$ cat src/rtl/pipeline_exec_ctrl_pkg.sv
// rtl/pipeline_exec_ctrl_pkg.sv - shared definitions for the pipeline execution controller
//
// Holds the controller state encodings (also used by the debug unit for
// state readout), the state width and the default halt drain depth.
package pipeline_exec_ctrl_pkg;

   localparam int STATE_W            = 3;
   localparam int DEFAULT_HALT_DRAIN = 4;
   // Drain counter width covers the full HALT_DRAIN range 0..15.
   localparam int DRAIN_W            = 4;

   typedef enum logic [STATE_W-1:0] {
      ST_IDLE      = 3'd0,
      ST_RUN       = 3'd1,
      ST_WAIT_STEP = 3'd2,
      ST_STEP      = 3'd3,
      ST_DONE      = 3'd4
   } state_e;

endpackage

$ cat src/rtl/pipeline_exec_ctrl_rise_edge_det.sv
// rtl/pipeline_exec_ctrl_rise_edge_det.sv - rising edge detector with registered history
//
// Ports:
//   i_clk    clock, rising edge
//   i_reset  asynchronous active-high reset (history cleared to 0)
//   i_sig    input level
//   o_pulse  high for the single cycle in which i_sig is high and was low
//            at the previous clock edge
module rise_edge_det (
   input  logic i_clk,
   input  logic i_reset,
   input  logic i_sig,
   output logic o_pulse
);

   logic sig_q;

   always_ff @(posedge i_clk or posedge i_reset) begin
      if (i_reset) begin
         sig_q <= 1'b0;
      end else begin
         sig_q <= i_sig;
      end
   end

   assign o_pulse = i_sig & ~sig_q;

endmodule

$ cat src/rtl/pipeline_exec_ctrl.sv
// rtl/pipeline_exec_ctrl.sv - run/step/halt execution controller for the 5-stage pipeline
//
// Gates the global pipeline enable in continuous or single-step mode, drains
// in-flight instructions after HALT is decoded, and counts enabled cycles.
// Optional watchdog: define PIPE_CTRL_CYCLE_LIMIT_EN to force DONE (with
// o_timeout) once the cycle count reaches MAX_CYCLES.
//
// Ports:
//   i_clk, i_reset    clock (rising edge), asynchronous active-high reset
//   i_start, i_mode   start command and mode (0 continuous, 1 step), IDLE only
//   i_step            step request, one step per rising edge, WAIT_STEP only
//   i_clear           DONE -> IDLE, clears counter, halt state and timeout
//   i_halt_detected   HALT decoded in ID, sampled only in enabled cycles
//   o_pipe_enable     global pipeline enable (RUN or STEP)
//   o_running         RUN, WAIT_STEP or STEP
//   o_done, o_timeout DONE state, DONE reached via watchdog
//   o_cycle_count     saturating count of enabled cycles since last clear
//   o_state           state encoding for debug readout
module pipeline_exec_ctrl
   import pipeline_exec_ctrl_pkg::*;
#(
   parameter int          CNT_WIDTH  = 32,
   parameter int          HALT_DRAIN = DEFAULT_HALT_DRAIN,
   parameter logic [31:0] MAX_CYCLES = 32'd1_000_000
) (
   input  logic                 i_clk,
   input  logic                 i_reset,
   input  logic                 i_start,
   input  logic                 i_mode,
   input  logic                 i_step,
   input  logic                 i_clear,
   input  logic                 i_halt_detected,
   output logic                 o_pipe_enable,
   output logic                 o_running,
   output logic                 o_done,
   output logic                 o_timeout,
   output logic [CNT_WIDTH-1:0] o_cycle_count,
   output logic [STATE_W-1:0]   o_state
);

   state_e               state_q, state_d;
   logic [CNT_WIDTH-1:0] cnt_q, cnt_d;
   logic                 halt_pend_q, halt_pend_d;
   logic [DRAIN_W-1:0]   drain_q, drain_d;
   logic                 step_pulse;
   logic                 enable;
   logic                 halt_done;
   logic                 wdog_hit;

   rise_edge_det u_step_edge (
      .i_clk   (i_clk),
      .i_reset (i_reset),
      .i_sig   (i_step),
      .o_pulse (step_pulse)
   );

`ifdef PIPE_CTRL_CYCLE_LIMIT_EN
   logic timeout_q, timeout_d;
`endif

   assign enable = (state_q == ST_RUN) || (state_q == ST_STEP);

   always_comb begin
      state_d     = state_q;
      cnt_d       = cnt_q;
      halt_pend_d = halt_pend_q;
      drain_d     = drain_q;
      halt_done   = 1'b0;
      wdog_hit    = 1'b0;
`ifdef PIPE_CTRL_CYCLE_LIMIT_EN
      timeout_d   = timeout_q;
`endif

      case (state_q)
         ST_IDLE: begin
            if (i_start) begin
               state_d = i_mode ? ST_WAIT_STEP : ST_RUN;
            end
         end
         ST_RUN:       state_d = ST_RUN;
         ST_WAIT_STEP: begin
            // Edges seen in any other state are simply never acted on.
            if (step_pulse) begin
               state_d = ST_STEP;
            end
         end
         ST_STEP:      state_d = ST_WAIT_STEP;
         ST_DONE: begin
            if (i_clear) begin
               state_d     = ST_IDLE;
               cnt_d       = '0;
               halt_pend_d = 1'b0;
               drain_d     = '0;
`ifdef PIPE_CTRL_CYCLE_LIMIT_EN
               timeout_d   = 1'b0;
`endif
            end
         end
         default:      state_d = ST_IDLE;
      endcase

      if (enable) begin
         if (cnt_q != '1) begin
            cnt_d = cnt_q + CNT_WIDTH'(1);
         end

         if (!halt_pend_q) begin
            if (i_halt_detected) begin
               if (HALT_DRAIN == 0) begin
                  halt_done = 1'b1;
               end else begin
                  halt_pend_d = 1'b1;
                  drain_d     = DRAIN_W'(HALT_DRAIN);
               end
            end
         end else begin
            // drain_q counts the drain cycles still owed including this one,
            // so the cycle that takes it to zero is the last one granted.
            drain_d = drain_q - DRAIN_W'(1);
            if (drain_q <= DRAIN_W'(1)) begin
               halt_done = 1'b1;
            end
         end

`ifdef PIPE_CTRL_CYCLE_LIMIT_EN
         if (cnt_d == CNT_WIDTH'(MAX_CYCLES)) begin
            wdog_hit  = 1'b1;
            timeout_d = 1'b1;
         end
`endif

         if (halt_done || wdog_hit) begin
            state_d = ST_DONE;
         end
      end
   end

   always_ff @(posedge i_clk or posedge i_reset) begin
      if (i_reset) begin
         state_q     <= ST_IDLE;
         cnt_q       <= '0;
         halt_pend_q <= 1'b0;
         drain_q     <= '0;
`ifdef PIPE_CTRL_CYCLE_LIMIT_EN
         timeout_q   <= 1'b0;
`endif
      end else begin
         state_q     <= state_d;
         cnt_q       <= cnt_d;
         halt_pend_q <= halt_pend_d;
         drain_q     <= drain_d;
`ifdef PIPE_CTRL_CYCLE_LIMIT_EN
         timeout_q   <= timeout_d;
`endif
      end
   end

   assign o_pipe_enable = enable;
   assign o_running     = (state_q == ST_RUN) || (state_q == ST_WAIT_STEP) ||
                          (state_q == ST_STEP);
   assign o_done        = (state_q == ST_DONE);
   assign o_cycle_count = cnt_q;
   assign o_state       = state_q;
`ifdef PIPE_CTRL_CYCLE_LIMIT_EN
   assign o_timeout     = timeout_q;
`else
   assign o_timeout     = 1'b0;
`endif

endmodule

$ cat config.mk
export PLATFORM = sky130hd
export DESIGN_NAME = pipeline_exec_ctrl
export DESIGN_NICKNAME = d
export VERILOG_FILES = /design/src/rtl/pipeline_exec_ctrl_pkg.sv /design/src/rtl/pipeline_exec_ctrl_rise_edge_det.sv /design/src/rtl/pipeline_exec_ctrl.sv
export SDC_FILE = /design/constraint.sdc
export NUM_CORES = 1
export LEC_CHECK = 0
export ABC_AREA = 0
export CAP_MARGIN = 20
export CORE_MARGIN = 4
export CORE_UTILIZATION = 47
export DETAILED_ROUTE_END_ITERATION = 10
export PLACE_DENSITY = 0.71
export SLEW_MARGIN = 15
export SYNTH_ARGS = -nofsm -noshare
export SYNTH_HDL_FRONTEND = slang
export SYNTH_SLANG_ARGS = --single-unit
$ cat constraint.sdc
create_clock -name i_clk -period 2.8 [get_ports i_clk]
set_clock_uncertainty 0.15 [all_clocks]
set_input_delay 0.42 -clock i_clk [delete_from_list [all_inputs] [get_ports i_clk]]
set_output_delay 0.42 -clock i_clk [all_outputs]
set_load 0.005 [all_outputs]
==> flow_summary.yaml, run 1 <==
synth:
  synth_area_mm2: 0.00234
  synth.most_common_cell: "dfrtp_1"
  synthCells: 269
  synth_area_leaders: "dfrtp_1 (44%), o21ai_0 (6.8%), nand3_1 (5.1%)"
  ys_seq_elements: 41
  syn_area_per_cell_um2: 8.70
  synth_edf_count: 0
  synth_top_cell_by_area: "dfrtp_1"
  synth_top_area_share_pct: 43.9
  synthFlopType: "dfrtp_1"
  yosysWarningCount: 0
  yosysUniqueCellTypes: 44
  synth_common_cells: "dfrtp_1 (41), o21ai_0 (32), nand2_1 (28), nand3_1 (24), nor2_1 (17)"
  async_flop_share_pct: 100
  yosysSeqAreaShare_pct: 43.9
  synth_nets: 279
timing:
  setup_viol: 0
  relSlewSlack_pct: 59.2
  slew_viol_final: 0
  hold_viol: 0
  fmax_mhz: 390
  finalCritPeriodShare_pct: 91.5
  setup_tns_ps: 0
  fin_crit_ps: 2560
  tightest_slew_ps: 607
  grt_setup_unrepaired: "no"
setup_path:
  startpoint_type: "register"
  endpoint_kind: "register"
  critPathMaxFanout: 14
  path_class: "reg -> reg"
  cp.arrival_ps: 2590
  crit_required_ps: 2830
cts:
  cts_setup_buffers: 0
  cts_sinks: 41
  ctsResizeCount: 0
  cts_buffer_depth: 2
  cts_hold_buf: 0
  clk_pin_slew_worst_paths_ps: 70
  cts_tree: "built"
  ctsHtreeMaxLevel: 2
  numCtsBuffers: 5
  cts-root-buf: "clkbuf_8"
  clkLatencyLatePin_ps: 290
detailed_routing:
  routed_wl_um: 5590
  drc_errors: 0
  wl_per_cell_um: 14.4
  dr.pass1.iters: 4
  initialDrtViolationCount: 159
  vias: 2176
  vias_per_cell: 5.62
  ant_nets: 0
floorplanning:
  ioPinCount: 46
  dieArea_mm2: 0.00617
  row_count: 25
  coreArea_mm2: 0.00479
  start_util_pct: 48.9
  die_h_um: 78.6
  die_x_um: 78.6
layout:
  layout.cells.non_filler: 387
  final_util_pct: 62.7
  n_antenna_cell: 0
  nets: 329
  drive_gt1_share_pct: 8.13
  syn_to_final_growth_pct: 28.3
  final_area_mm2: 0.00300
power_and_ir_drop:
  p_leak_nw: 1.23
  power.density_mw_per_mm2: 770
  power.total_mw: 2.31
  vdd_drop_max_mv: 0.613
run_status:
  outcome: "finished clean"
global_route:
  grt_pass1_vias: 2045
  globalRouteOverflowTotal: 0
  grt_pass1_wl_um: 9670
  grt_max_degree: 42
  grtUsageTotal_pct: 19.5
  antenna_found_initial: 0
place:
  place_congestion: 0.852
  numPortBuffers: 44
  dp.cells: 379
  postPlaceCellArea_mm2: 0.00288
  dp_hpwl_um: 3950
job:
  maxCapViolations: 0
hold_path:
  hp-class: "reg -> reg"
==> layout by cell type (no fill, tap or decap), types with 6 or more instances in the layout <==
| cell | Yosys | final |
|---|---|---|
| buf_4 | 3 | 12 |
| inv_1 | 13 | 13 |
| nand3_1 | 24 | 24 |
| a21oi_1 | 12 | 12 |
| nor3_1 | 16 | 16 |
| dfrtp_1 | 41 | 41 |
| clkbuf_8 | 0 | 6 |
| nor2_1 | 17 | 17 |
| o21ai_0 | 32 | 32 |
| nor4_1 | 8 | 8 |
| nand2_1 | 28 | 28 |
| clkdlybuf4s50_1 | 0 | 44 |
==> sequential cells by signal, summed over array words and instances (netlist names) <==
name,count
o_cycle_count,32
drain_q,4
o_state,3
halt_pend_q,1
u_step_edge.sig_q,1
==> worst paths after layout <==
kind / start / to / slack [ps] / cells after the start
setup / recovery: o_cycle_count[0] / o_cycle_count[15] / 240 / 8
hold / removal: drain_q[1] / drain_q[1] / 360 / 2
setup reg to reg: o_cycle_count[0] / o_cycle_count[15] / 240 / 8
hold reg to reg: drain_q[1] / drain_q[1] / 360 / 2
max in group asynchronous: i_reset / o_cycle_count[14] / 1740 / 3
min in group asynchronous: i_reset / u_step_edge.sig_q / 410 / 3
==> metal layers <==
metal | GRT usage (%) | wire (um)
met1 | 28.1 | 2630
met2 | 30.1 | 2610
met3 | 2.52 | 268
met4 | 6.82 | 81
met5 | 0 | 0
==> critical path: stages (launching register included) <==
cell,delay (ps)
dfrtp_1,440
ha_1,250
and4_1,260
nand3_2,150
nor4b_4,400
buf_6,210
or2b_4,240
nor3b_1,70
a221o_1,260
==> per-stage QoR <==
stage                     hold slack (ps)  setup slack [ps]
final                                 363               237
after global placement                348               279
after detailed placement              354               182
after CTS                             372               169
after floorplan                       301               538
after global routing                  407              34.7
==> kinds of logic (layout without fill, tap and decap cells) <==
group / count (synthesis) / after routing / synth area share [%]
muxes: 3 / 3 / 1.28
buffers and inverters: 27 / 78 / 5.78
xor gates and xnor gates: 4 / 4 / 1.50
and+or+nand+nor: 118 / 118 / 26.7
DFF: 41 / 41 / 43.9
AOI/OAI and AO/OA: 72 / 72 / 19.1
adders and majority gates: 3 / 3 / 1.60
other: 1 / 1 / 0.160
==> power breakdown <==
part           switching [mW]  total (mW)  internal (mW)
Clock                   0.200       0.491          0.291
Combinational           0.543        1.01          0.462
Sequential              0.115       0.816          0.701
Total                   0.858        2.31           1.45
==> cell type report <==
type / count / area, um2
Fill cell: 427 / 1780
Multi-Input combinational cell: 201 / 1190
Sequential cell: 41 / 1030
Timing Repair Buffer: 57 / 542
Clock buffer: 7 / 86.3
Tap cell: 67 / 83.8
Inverter: 13 / 48.8
Clock inverter: 1 / 30.0
No activity file was read; power rests on OpenSTA's default activity.
==> run 2: changes to the inputs <==
- CORE_UTILIZATION: 47 -> 35
- PLACE_DENSITY: 0.71 -> 0.55
==> run 2 against run 1 <==
Effect of this change: cell count is 2.6% higher; maximum frequency shrank 2.8%; sequential power rose by 4.3%; critical path depth did not move; global-route usage decreased by 4.2 points; largest cell class unchanged; sequential share of layout area up 0.14 points; clock power decreased by 22%.
==> flow_summary.yaml, run 2 (synthesis results as in run 1) <==
timing:
  finalCritPeriodShare_pct: 94.1
  grt_setup_unrepaired: "no"
  layout_setup_ws_ps: 164
  holdWs_ps: 368
  fmax_mhz: 379
  setup_tns_ps: 0
  slew_viol_final: 0
  relSlewSlack_pct: 60.9
  setup_viol: 0
  tightest_slew_ps: 581
  hold_viol: 0
  fin_crit_ps: 2640
setup_path:
  critPathMaxFanout: 22
  cp_slowest_cell: "dfrtp_1"
  path_class: "reg -> reg"
  crit_chain: "ha_1, and4_1, nand3_2, nor4b_4, nor2_2, buf_16, and3_1, a211o_1"
  endpoint_kind: "register"
  crit_required_ps: 2830
  r2r_cells: 8
  startpoint_type: "register"
  critPathMaxStageDelay_ps: 440
  cp.arrival_ps: 2660
power_and_ir_drop:
  p_leak_nw: 1.21
  power.total_mw: 2.21
  vdd_drop_max_mv: 0.334
  power.density_mw_per_mm2: 739
layout:
  fillerInstances: 641
  layout.cells.non_filler: 397
  n_antenna_cell: 0
  final_area_mm2: 0.00299
  most-common-layout-cells: "clkdlybuf4s50_1 (44), dfrtp_1 (41), o21ai_0 (32)"
  nets: 329
  largest_reg_flops: 32
  final_util_pct: 46.6
  layout_commonest_cell: "clkdlybuf4s50_1"
  drive_gt1_share_pct: 7.50
  syn_to_final_growth_pct: 27.8
detailed_routing:
  vias: 2201
  routed_wl_um: 5970
  ant_nets: 0
  vias_per_cell: 5.54
  initialDrtViolationCount: 123
  dr.pass1.iters: 4
  drc_errors: 0
  wl_per_cell_um: 15.0
cts:
  cts-root-buf: "clkbuf_8"
  clk_pin_slew_worst_paths_ps: 80
  cts_setup_buffers: 0
  ctsHtreeMaxLevel: 2
  clkLatencyLatePin_ps: 290
  numCtsBuffers: 5
  cts_tree: "built"
  cts_sinks: 41
  cts_hold_buf: 0
  cts_buffer_depth: 2
  ctsResizeCount: 0
place:
  pre_cts_slack_ps: 142
  postPlaceCellArea_mm2: 0.00291
  dp.cells: 389
  place_congestion: 0.812
  dp_hpwl_um: 4210
  numPortBuffers: 44
global_route:
  globalRouteOverflowTotal: 0
  antenna_found_initial: 0
  grt_max_degree: 42
  grtUsageTotal_pct: 15.3
  grt_pass1_vias: 2066
  grt_pass1_wl_um: 10200
floorplanning:
  coreArea_mm2: 0.00642
  start_util_pct: 36.4
  dieArea_mm2: 0.00806
  die_h_um: 89.8
  row_count: 29
  die_x_um: 89.8
  ioPinCount: 46
hold_path:
  hp-class: "reg -> reg"
  worstHoldPathCells: 1
run_status:
  outcome: "finished clean"
job:
  maxCapViolations: 0
-- run 2: cell type report --
type,instances,area [um2],share of cell area [%]
flip-flops and latches,41,1030,34.3
clock buffers,8,80.1,2.68
well taps,77,96.3,3.22
multi-input cells,201,1180,39.5
inverters,13,48.8,1.63
repair buffers,57,558,18.7
-- run 2: power by group --
group	leakage [nW]	switching, mW	internal [mW]
clock	0.0395	0.205	0.177
sequential	0.550	0.151	0.701
combinational	0.622	0.518	0.459
-- run 2: layer usage --
metal / routed length [um] / vias to the layer above / GRT usage, %
met1: 2860 / 1050 / 21.1
met4: 108 / 0 / 5.49
li1: - / 1090 / -
met3: 259 / 8 / 2.92
met2: 2750 / 53 / 24.1
met5: 0 / - / 0
-- run 2: final timing paths --
| kind | start | end | slack, ps |
|---|---|---|---|
| setup reg to reg | o_cycle_count[0] | o_cycle_count[13] | 160 |
| min in group asynchronous | i_reset | o_cycle_count[27] | 410 |
| hold / removal | o_cycle_count[30] | o_cycle_count[30] | 370 |
| max in group asynchronous | i_reset | o_cycle_count[11] | 1730 |
| setup / recovery | o_cycle_count[0] | o_cycle_count[13] | 160 |
| hold reg to reg | o_cycle_count[30] | o_cycle_count[30] | 370 |
-- run 2: worst max-delay path, delay by kind of cell (launching register included) --
kind | cells | cell delay, ps
buffers and inverters | 1 | 200
adder cells (fa/ha/maj) | 1 | 260
flip-flops | 1 | 440
AND/OR/NAND/NOR | 5 | 1200
AO/OA/AOI/OAI | 1 | 270
